--- config.mk ---
export PLATFORM = sky130hd
export DESIGN_NAME = hack_kbd_controller_flat
export DESIGN_NICKNAME = d
export VERILOG_FILES = /design/src/rtl/hack_io_pkg.sv /design/src/rtl/hack_kbd_controller_if.sv /design/src/rtl/kbd_fifo.sv /design/src/rtl/hack_kbd_controller.sv /design/src/flat_wrapper.sv
export SDC_FILE = /design/constraint.sdc
export NUM_CORES = 1
export LEC_CHECK = 0
export ABC_AREA = 1
export CELL_PAD_IN_SITES_DETAIL_PLACEMENT = 0
export CELL_PAD_IN_SITES_GLOBAL_PLACEMENT = 2
export CORE_ASPECT_RATIO = 0.6
export CORE_UTILIZATION = 41
export DETAILED_ROUTE_END_ITERATION = 6
export PLACE_DENSITY = 0.81
export SKIP_LAST_GASP = 1
export SLEW_MARGIN = 30
export SYNTH_ARGS = -nofsm -noshare
export SYNTH_HDL_FRONTEND = slang
export SYNTH_HIERARCHICAL = 1
export SYNTH_SLANG_ARGS = --single-unit
--- constraint.sdc ---
create_clock -name clock -period 4.3 [get_ports clock]
set_input_delay 0.43 -clock clock [delete_from_list [all_inputs] [get_ports clock]]
set_output_delay 0.43 -clock clock [all_outputs]
set_load 0.02 [all_outputs]
--- src/rtl/hack_io_pkg.sv ---
`default_nettype none
// ============================================================================
// Module      : hack_io_pkg
// Description : Shared types and constants for the Hack memory-mapped I/O.
// Revision    : 1.0 - initial release
// ============================================================================
package hack_io_pkg;

    localparam logic [15:0] KBD_ADDR = 16'h6000;

    typedef logic [15:0] hack_word_t;

    typedef enum logic [1:0] {
        IDLE = 2'd0,
        SHOW = 2'd1,
        GAP  = 2'd2
    } kbd_state_t;

    function automatic logic is_kbd_write(input logic wr, input hack_word_t addr);
        return wr && (addr == KBD_ADDR);
    endfunction

endpackage
`default_nettype wire

--- src/rtl/hack_kbd_controller_if.sv ---
`default_nettype none
// ============================================================================
// Module      : hack_kbd_controller_if
// Description : Key-event handshake, CPU ack decode inputs and KBD outputs.
// Revision    : 1.0 - initial release
// ============================================================================
interface hack_kbd_controller_if #(
    parameter int DEPTH = 8
) ();
    import hack_io_pkg::*;

    logic                   ev_valid;
    logic                   ev_ready;
    hack_word_t             ev_code;
    logic                   ev_press;
    hack_word_t             addressM;
    logic                   writeM;
    hack_word_t             kbd_out;
    logic [$clog2(DEPTH):0] fifo_level;

    modport master (
        output ev_valid, ev_code, ev_press, addressM, writeM,
        input  ev_ready, kbd_out, fifo_level
    );

    modport slave (
        input  ev_valid, ev_code, ev_press, addressM, writeM,
        output ev_ready, kbd_out, fifo_level
    );
endinterface
`default_nettype wire

--- src/rtl/kbd_fifo.sv ---
`default_nettype none
// ============================================================================
// Module      : kbd_fifo
// Description : Synchronous FIFO with occupancy count; head is shown unregistered.
// Revision    : 1.0 - initial release
// ============================================================================
module kbd_fifo #(
    parameter int DEPTH = 8,
    parameter int WIDTH = 16
) (
    input  wire logic                     clock,
    input  wire logic                     reset,
    input  wire logic                     push_i,
    input  wire logic [WIDTH-1:0]         din_i,
    input  wire logic                     pop_i,
    output logic      [WIDTH-1:0]         dout_o,
    output logic                          full_o,
    output logic                          empty_o,
    output logic      [$clog2(DEPTH):0]   level_o
);
    localparam int AW = $clog2(DEPTH);
    localparam int LW = AW + 1;

    logic [WIDTH-1:0] mem_q [DEPTH];
    logic [AW-1:0]    wr_ptr_q, wr_ptr_d;
    logic [AW-1:0]    rd_ptr_q, rd_ptr_d;
    logic [LW-1:0]    level_q, level_d;
    logic             do_push_w, do_pop_w;

    assign full_o    = (level_q == LW'(DEPTH));
    assign empty_o   = (level_q == '0);
    assign level_o   = level_q;
    assign dout_o    = mem_q[rd_ptr_q];
    assign do_push_w = push_i && !full_o;
    assign do_pop_w  = pop_i && !empty_o;

    always_comb begin
        wr_ptr_d = wr_ptr_q;
        rd_ptr_d = rd_ptr_q;
        level_d  = level_q;
        if (do_push_w) wr_ptr_d = wr_ptr_q + 1'b1;
        if (do_pop_w)  rd_ptr_d = rd_ptr_q + 1'b1;
        case ({do_push_w, do_pop_w})
            2'b10:   level_d = level_q + 1'b1;
            2'b01:   level_d = level_q - 1'b1;
            default: level_d = level_q;
        endcase
    end

    always_ff @(posedge clock) begin
        if (!reset) begin
            wr_ptr_q <= '0;
            rd_ptr_q <= '0;
            level_q  <= '0;
        end else begin
            wr_ptr_q <= wr_ptr_d;
            rd_ptr_q <= rd_ptr_d;
            level_q  <= level_d;
        end
    end

    // Storage needs no reset: the count alone defines which entries are live.
    always_ff @(posedge clock) begin
        if (do_push_w) mem_q[wr_ptr_q] <= din_i;
    end

endmodule
`default_nettype wire

--- src/rtl/hack_kbd_controller.sv ---
`default_nettype none
// ============================================================================
// Module      : hack_kbd_controller
// Description : Buffers key presses and presents each on KBD for a hold window
//               followed by a zero gap. Define KBD_ACK_EN to let a CPU write to
//               KBD end the hold window early.
// Revision    : 1.0 - initial release
// ============================================================================
module hack_kbd_controller
    import hack_io_pkg::*;
#(
    parameter int DEPTH       = 8,
    parameter int HOLD_CYCLES = 1024,
    parameter int GAP_CYCLES  = 64
) (
    input  wire logic          clock,
    input  wire logic          reset,
    hack_kbd_controller_if.slave bus
);
    localparam int LW   = $clog2(DEPTH) + 1;
    localparam int MAXC = (HOLD_CYCLES > GAP_CYCLES) ? HOLD_CYCLES : GAP_CYCLES;
    localparam int TW   = (MAXC > 1) ? $clog2(MAXC) : 1;

    localparam logic [1:0] S_IDLE = IDLE;
    localparam logic [1:0] S_SHOW = SHOW;
    localparam logic [1:0] S_GAP  = GAP;

    logic [1:0]    state_q, state_d;
    logic [TW-1:0] timer_q, timer_d;
    hack_word_t    cur_q, cur_d;
    hack_word_t    kbd_out_q, kbd_out_d;

    logic          push_w, pop_w, full_w, empty_w, ack_w;
    hack_word_t    head_w;
    logic [LW-1:0] level_w;

    assign bus.ev_ready   = !full_w;
    assign bus.fifo_level = level_w;
    assign bus.kbd_out    = kbd_out_q;

    // Releases and code 0 are still handshaken, just never stored.
    assign push_w = bus.ev_valid && !full_w && bus.ev_press && (bus.ev_code != '0);

`ifdef KBD_ACK_EN
    assign ack_w = (state_q == S_SHOW) && is_kbd_write(bus.writeM, bus.addressM);
`else
    logic unused_ack;
    assign unused_ack = ^{bus.addressM, bus.writeM};
    assign ack_w      = 1'b0;
`endif

    kbd_fifo #(
        .DEPTH (DEPTH),
        .WIDTH (16)
    ) u_fifo (
        .clock   (clock),
        .reset   (reset),
        .push_i  (push_w),
        .din_i   (bus.ev_code),
        .pop_i   (pop_w),
        .dout_o  (head_w),
        .full_o  (full_w),
        .empty_o (empty_w),
        .level_o (level_w)
    );

    always_comb begin
        state_d = state_q;
        timer_d = timer_q;
        cur_d   = cur_q;
        pop_w   = 1'b0;
        case (state_q)
            S_IDLE: begin
                if (!empty_w) begin
                    pop_w   = 1'b1;
                    cur_d   = head_w;
                    timer_d = TW'(HOLD_CYCLES - 1);
                    state_d = S_SHOW;
                end
            end
            S_SHOW: begin
                if (ack_w || (timer_q == '0)) begin
                    timer_d = TW'(GAP_CYCLES - 1);
                    state_d = S_GAP;
                end else begin
                    timer_d = timer_q - 1'b1;
                end
            end
            S_GAP: begin
                if (timer_q == '0) state_d = S_IDLE;
                else               timer_d = timer_q - 1'b1;
            end
            default: state_d = S_IDLE;
        endcase
    end

    // An ack blanks the output on the same edge that leaves SHOW.
    assign kbd_out_d = ((state_q == S_SHOW) && !ack_w) ? cur_q : '0;

    always_ff @(posedge clock) begin
        if (!reset) begin
            state_q   <= S_IDLE;
            timer_q   <= '0;
            cur_q     <= '0;
            kbd_out_q <= '0;
        end else begin
            state_q   <= state_d;
            timer_q   <= timer_d;
            cur_q     <= cur_d;
            kbd_out_q <= kbd_out_d;
        end
    end

endmodule
`default_nettype wire

--- src/flat_wrapper.sv ---
// flat-port wrapper written by rule: the top's interface ports become plain ports
module hack_kbd_controller_flat import hack_io_pkg::*;
#(
    parameter int DEPTH       = 8,
    parameter int HOLD_CYCLES = 1024,
    parameter int GAP_CYCLES  = 64
)
  (clock, reset, bus_ev_valid, bus_ev_code, bus_ev_press, bus_addressM, bus_writeM, bus_ev_ready, bus_kbd_out, bus_fifo_level);
  hack_kbd_controller_if #(.DEPTH(DEPTH)) bus_i ();
  input  wire logic clock;
  input  wire logic reset;
  input wire logic [$bits(bus_i.ev_valid)-1:0] bus_ev_valid;
  input wire logic [$bits(bus_i.ev_code)-1:0] bus_ev_code;
  input wire logic [$bits(bus_i.ev_press)-1:0] bus_ev_press;
  input wire logic [$bits(bus_i.addressM)-1:0] bus_addressM;
  input wire logic [$bits(bus_i.writeM)-1:0] bus_writeM;
  output wire logic [$bits(bus_i.ev_ready)-1:0] bus_ev_ready;
  output wire logic [$bits(bus_i.kbd_out)-1:0] bus_kbd_out;
  output wire logic [$bits(bus_i.fifo_level)-1:0] bus_fifo_level;
  assign bus_i.ev_valid = bus_ev_valid;
  assign bus_i.ev_code = bus_ev_code;
  assign bus_i.ev_press = bus_ev_press;
  assign bus_i.addressM = bus_addressM;
  assign bus_i.writeM = bus_writeM;
  assign bus_ev_ready = bus_i.ev_ready;
  assign bus_kbd_out = bus_i.kbd_out;
  assign bus_fifo_level = bus_i.fifo_level;
  hack_kbd_controller #(.DEPTH(DEPTH), .HOLD_CYCLES(HOLD_CYCLES), .GAP_CYCLES(GAP_CYCLES)) u_core (.clock(clock), .reset(reset), .bus(bus_i));
endmodule
==> results.tsv, run 1 <==
stage	metric	value	unit
outcome	status	finished clean	
setup_path	worst_setup_path_end_kind	flop	
setup_path	cp.depth	15	
cells_and_area	syn_to_final_growth	16.0	%
hold_path	holdPathEnd	u_core/bus.kbd_out[6]	
cells_and_area	n_antenna_cell	0	
place	dp_slack	1.15	ns
route	first_pass_iters	5	
route	vias	4987	
hold_path	hold_path.class	reg2reg	
hold_path	hold_start	u_core/cur_q[6]	
setup_path	crit_slowest_cell	clkdlybuf4s50_1	
logic_synthesis	synth.area.top_cells	edfxtp_1 (51%), dfxtp_1 (15%), nor2_1 (6.2%)	
logic_synthesis	ys_ff_latch	185	
logic_synthesis	syn-cell-area	7560	sq um
cts	postCtsHoldBufs	0	
global_route	grt_use_total	0.186	
cts	ctsResizeCount	0	
logic_synthesis	yosysTopAreaCellShare	0.508	
timing	slew_headroom	0.454	
setup_path	critPathMaxFanout	9	
logic_synthesis	async_reset_ff_frac	0	
logic_synthesis	synth_edf_count	128	
cells_and_area	finalNetCount	800	
setup_path	worst_path_most_repeated_cell	nor2_1	
place	gp_congestion	0.762	
setup_path	path_class	in2reg	
route	drt-initial-drc-count	346	
logic_synthesis	syn_nets	759	
global_route	grt_pass1_vias	4762	
cells_and_area	drive_gt1_frac	0.0746	
route	avgRoutedWirePerCell	16.4	um
setup_path	path_buf_inv	3	
floorplan	die_w	177	um
setup_path	ff2ff_path_depth	15	
route	drc	0	
floorplan	start_util	0.418	
power	leakage	0.00323	uW
cts	path_clk_slew	0.07	ns
floorplan	die-area	19000	sq um
timing	slew_violations	0	
setup_path	max_stage_delay	0.54	ns
route	finalWirelength	16500	um
cts	cts_tree	done	
cts	htree_levels	4	
global_route	grt_pass1_wl	25800	um
power	ir_worst_vdd	0.265	mV
cts	post_cts_buffers	0	
place	hpwl	10200	um
place	io_buffers	40	
setup_path	critPathLaunchType	primary input	
logic_synthesis	avgSynthCellArea	10.6	sq um
route	ant_nets	0	
power	power_per_cell_area	617	nW/um^2
setup_path	cp.required	4.62	ns
floorplan	rows	38	
timing	fmax	365	MHz
logic_synthesis	synth_warnings	6	
hold_path	whs_path_depth	2	
timing	setup-violations-final	0	
floorplan	core	18100	sq um
logic_synthesis	netlist_instances	710	
logic_synthesis	synth.distinct_cells	33	
floorplan	io_pins	58	
setup_path	arrival	3.06	ns
logic_synthesis	synth-seq-area-share	0.659	
timing	final-hold-violation-count	0	
timing	rsz0062_at_grt	no	
global_route	antenna_found_initial	0	
logic_synthesis	yosysTopAreaCell	edfxtp_1	
timing	fin_crit_sh	0.637	
logic_synthesis	synth_ff_type	edfxtp_1	
timing	min_period	2.74	ns
timing	setup_slack	1.56	ns
timing	skew	0.0135	ns
cts	cts_inserted_buffers	17	
cts	cts_sinks	185	
setup_path	worst-r2r-setup-slack	1.99	ns
floorplan	dieHeight	107	um
cts	clockBufferDepth	2	
timing	tns	0	ns
timing	hold-worst-slack	0.430	ns
flow_run	max_cap_viol_count	0	
setup_path	rr_startpoint	u_core/u_fifo/level_o[1]	
global_route	grt_overflow	0	
cts	clock_latency	0.43	ns
route	routed_via_density	4.97	
cts	cts_root_buf	clkbuf_16	
setup_path	path_cells	clkdlybuf4s50_1, nor4_1, nand2_1, nor2_1, nor2_1, nand2_2, ha_1, nand2_1, inv_1, nor2_1, ha_1, a21oi_1, xnor2_1, o21ai_0, inv_1	
setup_path	path_delay_family	simple AND/OR/NAND/NOR gates	
timing	tightestPinTransition	0.818	ns
global_route	grt_max_degree	65	
setup_path	r2r_end	u_core/u_fifo/level_o[2]	
flip-flops by register name (all words and copies together), names as in the netlist, named ones only:
register and cells:
u_core/u_fifo/mem_q 128, u_core/bus.kbd_out 16, u_core/cur_q 16, u_core/timer_q 10, u_core/u_fifo/level_o 4, u_core/u_fifo/rd_ptr_q 3
u_core/u_fifo/wr_ptr_q 3, u_core/state_q 2
cell families (layout without fill, tap and decap cells):
| kind of cell | after synthesis | after routing | share of synthesized area |
|---|---|---|---|
| AOI/OAI and AO/OA | 143 | 143 | 0.0973 |
| DFF | 185 | 185 | 0.659 |
| muxes | 16 | 16 | 0.0212 |
| buffers and inverters | 88 | 142 | 0.0531 |
| xor gates and xnor gates | 6 | 6 | 0.00695 |
| and+or+nand+nor | 260 | 260 | 0.142 |
| adders and majority gates | 12 | 12 | 0.0199 |
cells in the mapped netlist (12+ instances only):
cell type and instances:
a21oi_1 30, dfxtp_1 57, edfxtp_1 128, ha_1 12, inv_1 56, mux2i_1 16, nand2_1 98, nand3_1 19
nor2_1 124, o21ai_0 77, o21ai_1 20, o22ai_1 16
layout by cell type, fill, tap and decap left out, drive strengths merged, types with 2 or more instances in the layout:
cell type | synthesis | final
xnor2 | 4 | 4
dfxtp | 57 | 57
nor4 | 4 | 4
mux2i | 16 | 16
o21ai | 97 | 97
inv | 59 | 66
nor2 | 128 | 128
ha | 12 | 12
a21oi | 30 | 30
nor3 | 2 | 2
clkdlybuf4s50 | 0 | 40
nand4 | 2 | 2
o22ai | 16 | 16
nand3 | 20 | 20
edfxtp | 128 | 128
clkbuf | 10 | 21
xor2 | 2 | 2
nand2 | 102 | 102
bufinv | 0 | 2
clkinv | 1 | 3
buf | 18 | 10
final cells by class:
| class | count | area [sq um] |
|---|---|---|
| clock buffer | 21 | 493 |
| clock inverter | 11 | 109 |
| fill | 1645 | 9300 |
| inverter | 60 | 231 |
| multi-input combinational | 437 | 2170 |
| sequential | 185 | 4990 |
| tap | 240 | 300 |
| timing repair buffer | 50 | 475 |
worst register-to-register path, stage by stage, from the launching register on:
cell	delay, ns
dfxtp_1	0.43
nor2_1	0.09
nand3_1	0.12
inv_1	0.08
nor2_1	0.15
nand2_1	0.10
inv_1	0.18
ha_1	0.25
nand2_1	0.07
inv_1	0.09
nor2_1	0.06
ha_1	0.17
a21oi_1	0.15
xnor2_1	0.09
o21ai_0	0.15
inv_1	0.05
worst max-delay path by stage:
stage,start,end,slack (ns)
6_report,bus_ev_code[8],u_core/u_fifo/level_o[2],1.56
5_1_grt,bus_ev_code[11],u_core/u_fifo/level_o[2],1.41
4_1_cts,bus_ev_code[8],u_core/u_fifo/level_o[2],1.60
3_5_place_dp,bus_ev_code[8],u_core/u_fifo/level_o[2],1.15
3_3_place_gp,bus_ev_code[8],u_core/u_fifo/level_o[2],1.19
2_1_floorplan,u_core/u_fifo/level_o[2],u_core/u_fifo/mem_q[1][0],1.78
routing by layer:
metal,vias up,part of all wire,wire length (um),track usage
li1,2505,-,-,-
met2,97,0.44,7210,0.285
met5,-,0,0,0
met4,0,0.0080,132,0.0525
met1,2373,0.51,8430,0.266
met3,12,0.044,724,0.0369
metrics by stage:
| step | utilization | instances | total power (uW) | instance area (sq um) |
|---|---|---|---|---|
| 3_5_place_dp | 0.452 | 972 | 3870 | 8170 |
| 3_3_place_gp | 0.452 | 972 | 3830 | 8170 |
| 6_report | 0.486 | 1004 | 5410 | 8770 |
| 5_1_grt | 0.486 | 1004 | 5780 | 8770 |
| 2_1_floorplan | - | 710 | 3490 | 7560 |
| 4_1_cts | 0.486 | 1004 | 5450 | 8770 |
power breakdown:
group / total, uW / internal (uW) / switching (uW)
Sequential: 2280 / 2090 / 190
Clock: 1570 / 894 / 673
Combinational: 1560 / 544 / 1020
No activity file was read; power rests on OpenSTA's default activity.
==> inputs of run 2 (changes only) <==
--- a/config.mk
+++ b/config.mk
@@ -9,9 +9,9 @@
 export CELL_PAD_IN_SITES_DETAIL_PLACEMENT = 0
 export CELL_PAD_IN_SITES_GLOBAL_PLACEMENT = 2
 export CORE_ASPECT_RATIO = 0.6
-export CORE_UTILIZATION = 41
+export CORE_UTILIZATION = 38
 export DETAILED_ROUTE_END_ITERATION = 6
-export PLACE_DENSITY = 0.81
+export PLACE_DENSITY = 0.75
 export SKIP_LAST_GASP = 1
 export SLEW_MARGIN = 30
 export SYNTH_ARGS = -nofsm -noshare
==> constraint.sdc (replaced) <==
create_clock -name clock -period 2.7 [get_ports clock]
set_input_delay 0.27 -clock clock [delete_from_list [all_inputs] [get_ports clock]]
set_output_delay 0.27 -clock clock [all_outputs]
set_load 0.02 [all_outputs]
==> run 2 against run 1 <==
  * Via count increased by 1.2%
  * Setup slack got worse by 1.3 ns
  * Hold slack improved by 0.0089 ns
  * Core utilization decreased by 1.5 points
  * Critical path depth unchanged
  * First-iteration DRC count increased by 7.2%
  * Highest routed layer unchanged
==> results.tsv, run 2 (synthesized netlist as in run 1, its figures left out) <==
stage	metric	value	unit	change
timing	final-hold-violation-count	0		unchanged
cts	cts_inserted_buffers	17		unchanged
cts	path_clk_slew	0.07	ns	about the same
floorplan	rows	39		was 38
timing	rsz0062_at_grt	no		unchanged
place	dp_slack	-0.197	ns	was 1.15 ns
cells_and_area	fillCellCount	1791		was 1645
cells_and_area	finalNetCount	823		was 800
global_route	antenna_found_initial	0		unchanged
setup_path	cp.required	3.02	ns	was 4.62 ns
floorplan	dieHeight	111	um	was 107 um
power	power_per_cell_area	954	nW/um^2	was 617 nW/um^2
hold_path	whs_path_depth	2		unchanged
hold_path	hold_start	u_core/cur_q[6]		unchanged
cells_and_area	largest_reg_flops	128		unchanged
floorplan	io_pins	58		unchanged
timing	setup-violations-final	0		unchanged
route	finalWirelength	17000	um	was 16500 um
route	drc	0		unchanged
route	first_pass_iters	5		unchanged
setup_path	rr_startpoint	u_core/u_fifo/level_o[2]		was u_core/u_fifo/level_o[1]
cells_and_area	largest_register	u_core/u_fifo/mem_q		unchanged
setup_path	path_class	in2reg		unchanged
outcome	status	finished clean		unchanged
power	leakage	0.00332	uW	was 0.00323 uW
cells_and_area	drive_gt1_frac	0.0966		was 0.0746
place	io_buffers	40		unchanged
timing	tightestPinTransition	0.710	ns	was 0.818 ns
timing	fin_crit_sh	0.888		
power	ir_worst_vdd	0.584	mV	was 0.265 mV
route	routed_via_density	4.79		was 4.97
timing	slew_violations	0		unchanged
global_route	grt_overflow	0		unchanged
setup_path	arrival	2.71	ns	was 3.06 ns
timing	fmax	417	MHz	
setup_path	r2r_end	u_core/u_fifo/level_o[2]		unchanged
place	hpwl	10900	um	was 10200 um
global_route	grt_max_degree	49		was 65
cts	clockBufferDepth	2		unchanged
place	gp_congestion	0.764		was 0.762
global_route	grt_pass1_wl	26600	um	was 25800 um
flow_run	max_cap_viol_count	0		unchanged
cells_and_area	layout_common_cells	edfxtp_1 (128), nor2_1 (124), nand2_1 (98)		unchanged
timing	hold-worst-slack	0.439	ns	was 0.430 ns
hold_path	holdPathEnd	u_core/bus.kbd_out[6]		unchanged
cts	cts_sinks	185		unchanged
cts	clock_latency	0.43	ns	about the same
route	avgRoutedWirePerCell	16.1	um	was 16.4 um
floorplan	core	19300	sq um	was 18100 sq um
timing	setup_slack	0.304	ns	was 1.56 ns
route	drt-initial-drc-count	371		was 346
timing	slew_headroom	0.526		was 0.454
hold_path	hold_path.class	reg2reg		unchanged
floorplan	start_util	0.392		was 0.418
cts	postCtsHoldBufs	0		unchanged
cells_and_area	final_common_cell	edfxtp_1		unchanged
cts	cts_root_buf	clkbuf_16		unchanged
route	ant_nets	0		unchanged
timing	min_period	2.40	ns	
floorplan	die_w	184	um	was 177 um
setup_path	ff2ff_path_depth	16		was 15
global_route	grt_pass1_vias	4814		was 4762
floorplan	die-area	20500	sq um	was 19000 sq um
global_route	grt_use_total	0.176		was 0.186
timing	tns	0	ns	unchanged
cells_and_area	syn_to_final_growth	19.9	%	was 16.0%
cts	htree_levels	4		unchanged
timing	skew	0.00918	ns	was 0.0135 ns
cells_and_area	n_antenna_cell	0		unchanged
setup_path	worst_setup_path_end_kind	flop		unchanged
route	vias	5045		was 4987
setup_path	critPathMaxFanout	9		unchanged
setup_path	worst-r2r-setup-slack	0.37	ns	was 1.99 ns
setup_path	critPathLaunchType	primary input		unchanged
cts	cts_tree	done		unchanged
[run 2: cell types whose count changed in the layout (fill, tap and decap cells not counted), moves of 2 or more]
cell        previous run  this run
clkinvlp_4             0         3
bufinv_16              0         2
clkinv_1               0         5
clkinv_4               2         0
buf_4                 10        23
clkbuf_16             19        17
buf_12                 0        10
inv_4                  5         2
bufinv_8               2         0
[run 2: worst max-delay path by stage]
stage	startpoint	to	cells after the start
detailed placement	bus_ev_code[8]	u_core/u_fifo/level_o[2]	15
global route	u_core/u_fifo/level_o[1]	u_core/u_fifo/level_o[2]	16
CTS	bus_ev_code[8]	u_core/u_fifo/level_o[2]	15
finish	bus_ev_code[8]	u_core/u_fifo/level_o[2]	15
floorplan	u_core/u_fifo/level_o[2]	u_core/u_fifo/mem_q[1][0]	10
global placement	bus_ev_code[8]	u_core/u_fifo/level_o[2]	15
[run 2: report_power, final]
group	leakage (uW)	internal (uW)	total, uW	switching, uW
clock	0.000260	1350	2390	1040
sequential	0.00162	3330	3550	226
combinational	0.00144	967	2710	1740
[run 2: cell type report]
type / instances / area, sq um / area share
Clock buffer: 18 / 429 / 0.0474
Clock inverter: 14 / 129 / 0.0142
Inverter: 60 / 231 / 0.0255
Multi-Input combinational cell: 437 / 2180 / 0.241
Sequential cell: 185 / 4990 / 0.550
Tap cell: 266 / 333 / 0.0367
Timing Repair Buffer: 73 / 773 / 0.0853
[run 2: metal layers]
layer | track usage | wire length, um
met5 | 0 | 0
met3 | 0.0427 | 581
met4 | 0.0456 | 121
met1 | 0.258 | 8890
met2 | 0.260 | 7360
[run 2: stage by stage]
stage	instance area (sq um)	cells	util	total power, uW
3_5_place_dp	8500	1021	0.441	6320
4_1_cts	9060	1053	0.470	8730
6_report	9060	1053	0.470	8650
2_1_floorplan	7560	710	-	5550
3_3_place_gp	8500	1021	0.441	6270
5_1_grt	9060	1053	0.470	9240
[run 2: worst max-delay path, stage by stage]
cell and delay (ns):
clkdlybuf4s50_1 0.54, nor4_2 0.33, nand2_1 0.18, nor2_1 0.19, nor2_1 0.09, nand2_2 0.08
ha_1 0.21, nand2_1 0.07, inv_1 0.07, nor2_1 0.05, ha_1 0.18, a21oi_1 0.15
xnor2_1 0.08, o21ai_0 0.16, inv_1 0.06
[run 2: repair_timing]
action                                  in CTS  in global routing
gates resized for setup                      0                  1
endpoints found under the setup margin       0                  1
setup buffers                                0                  0
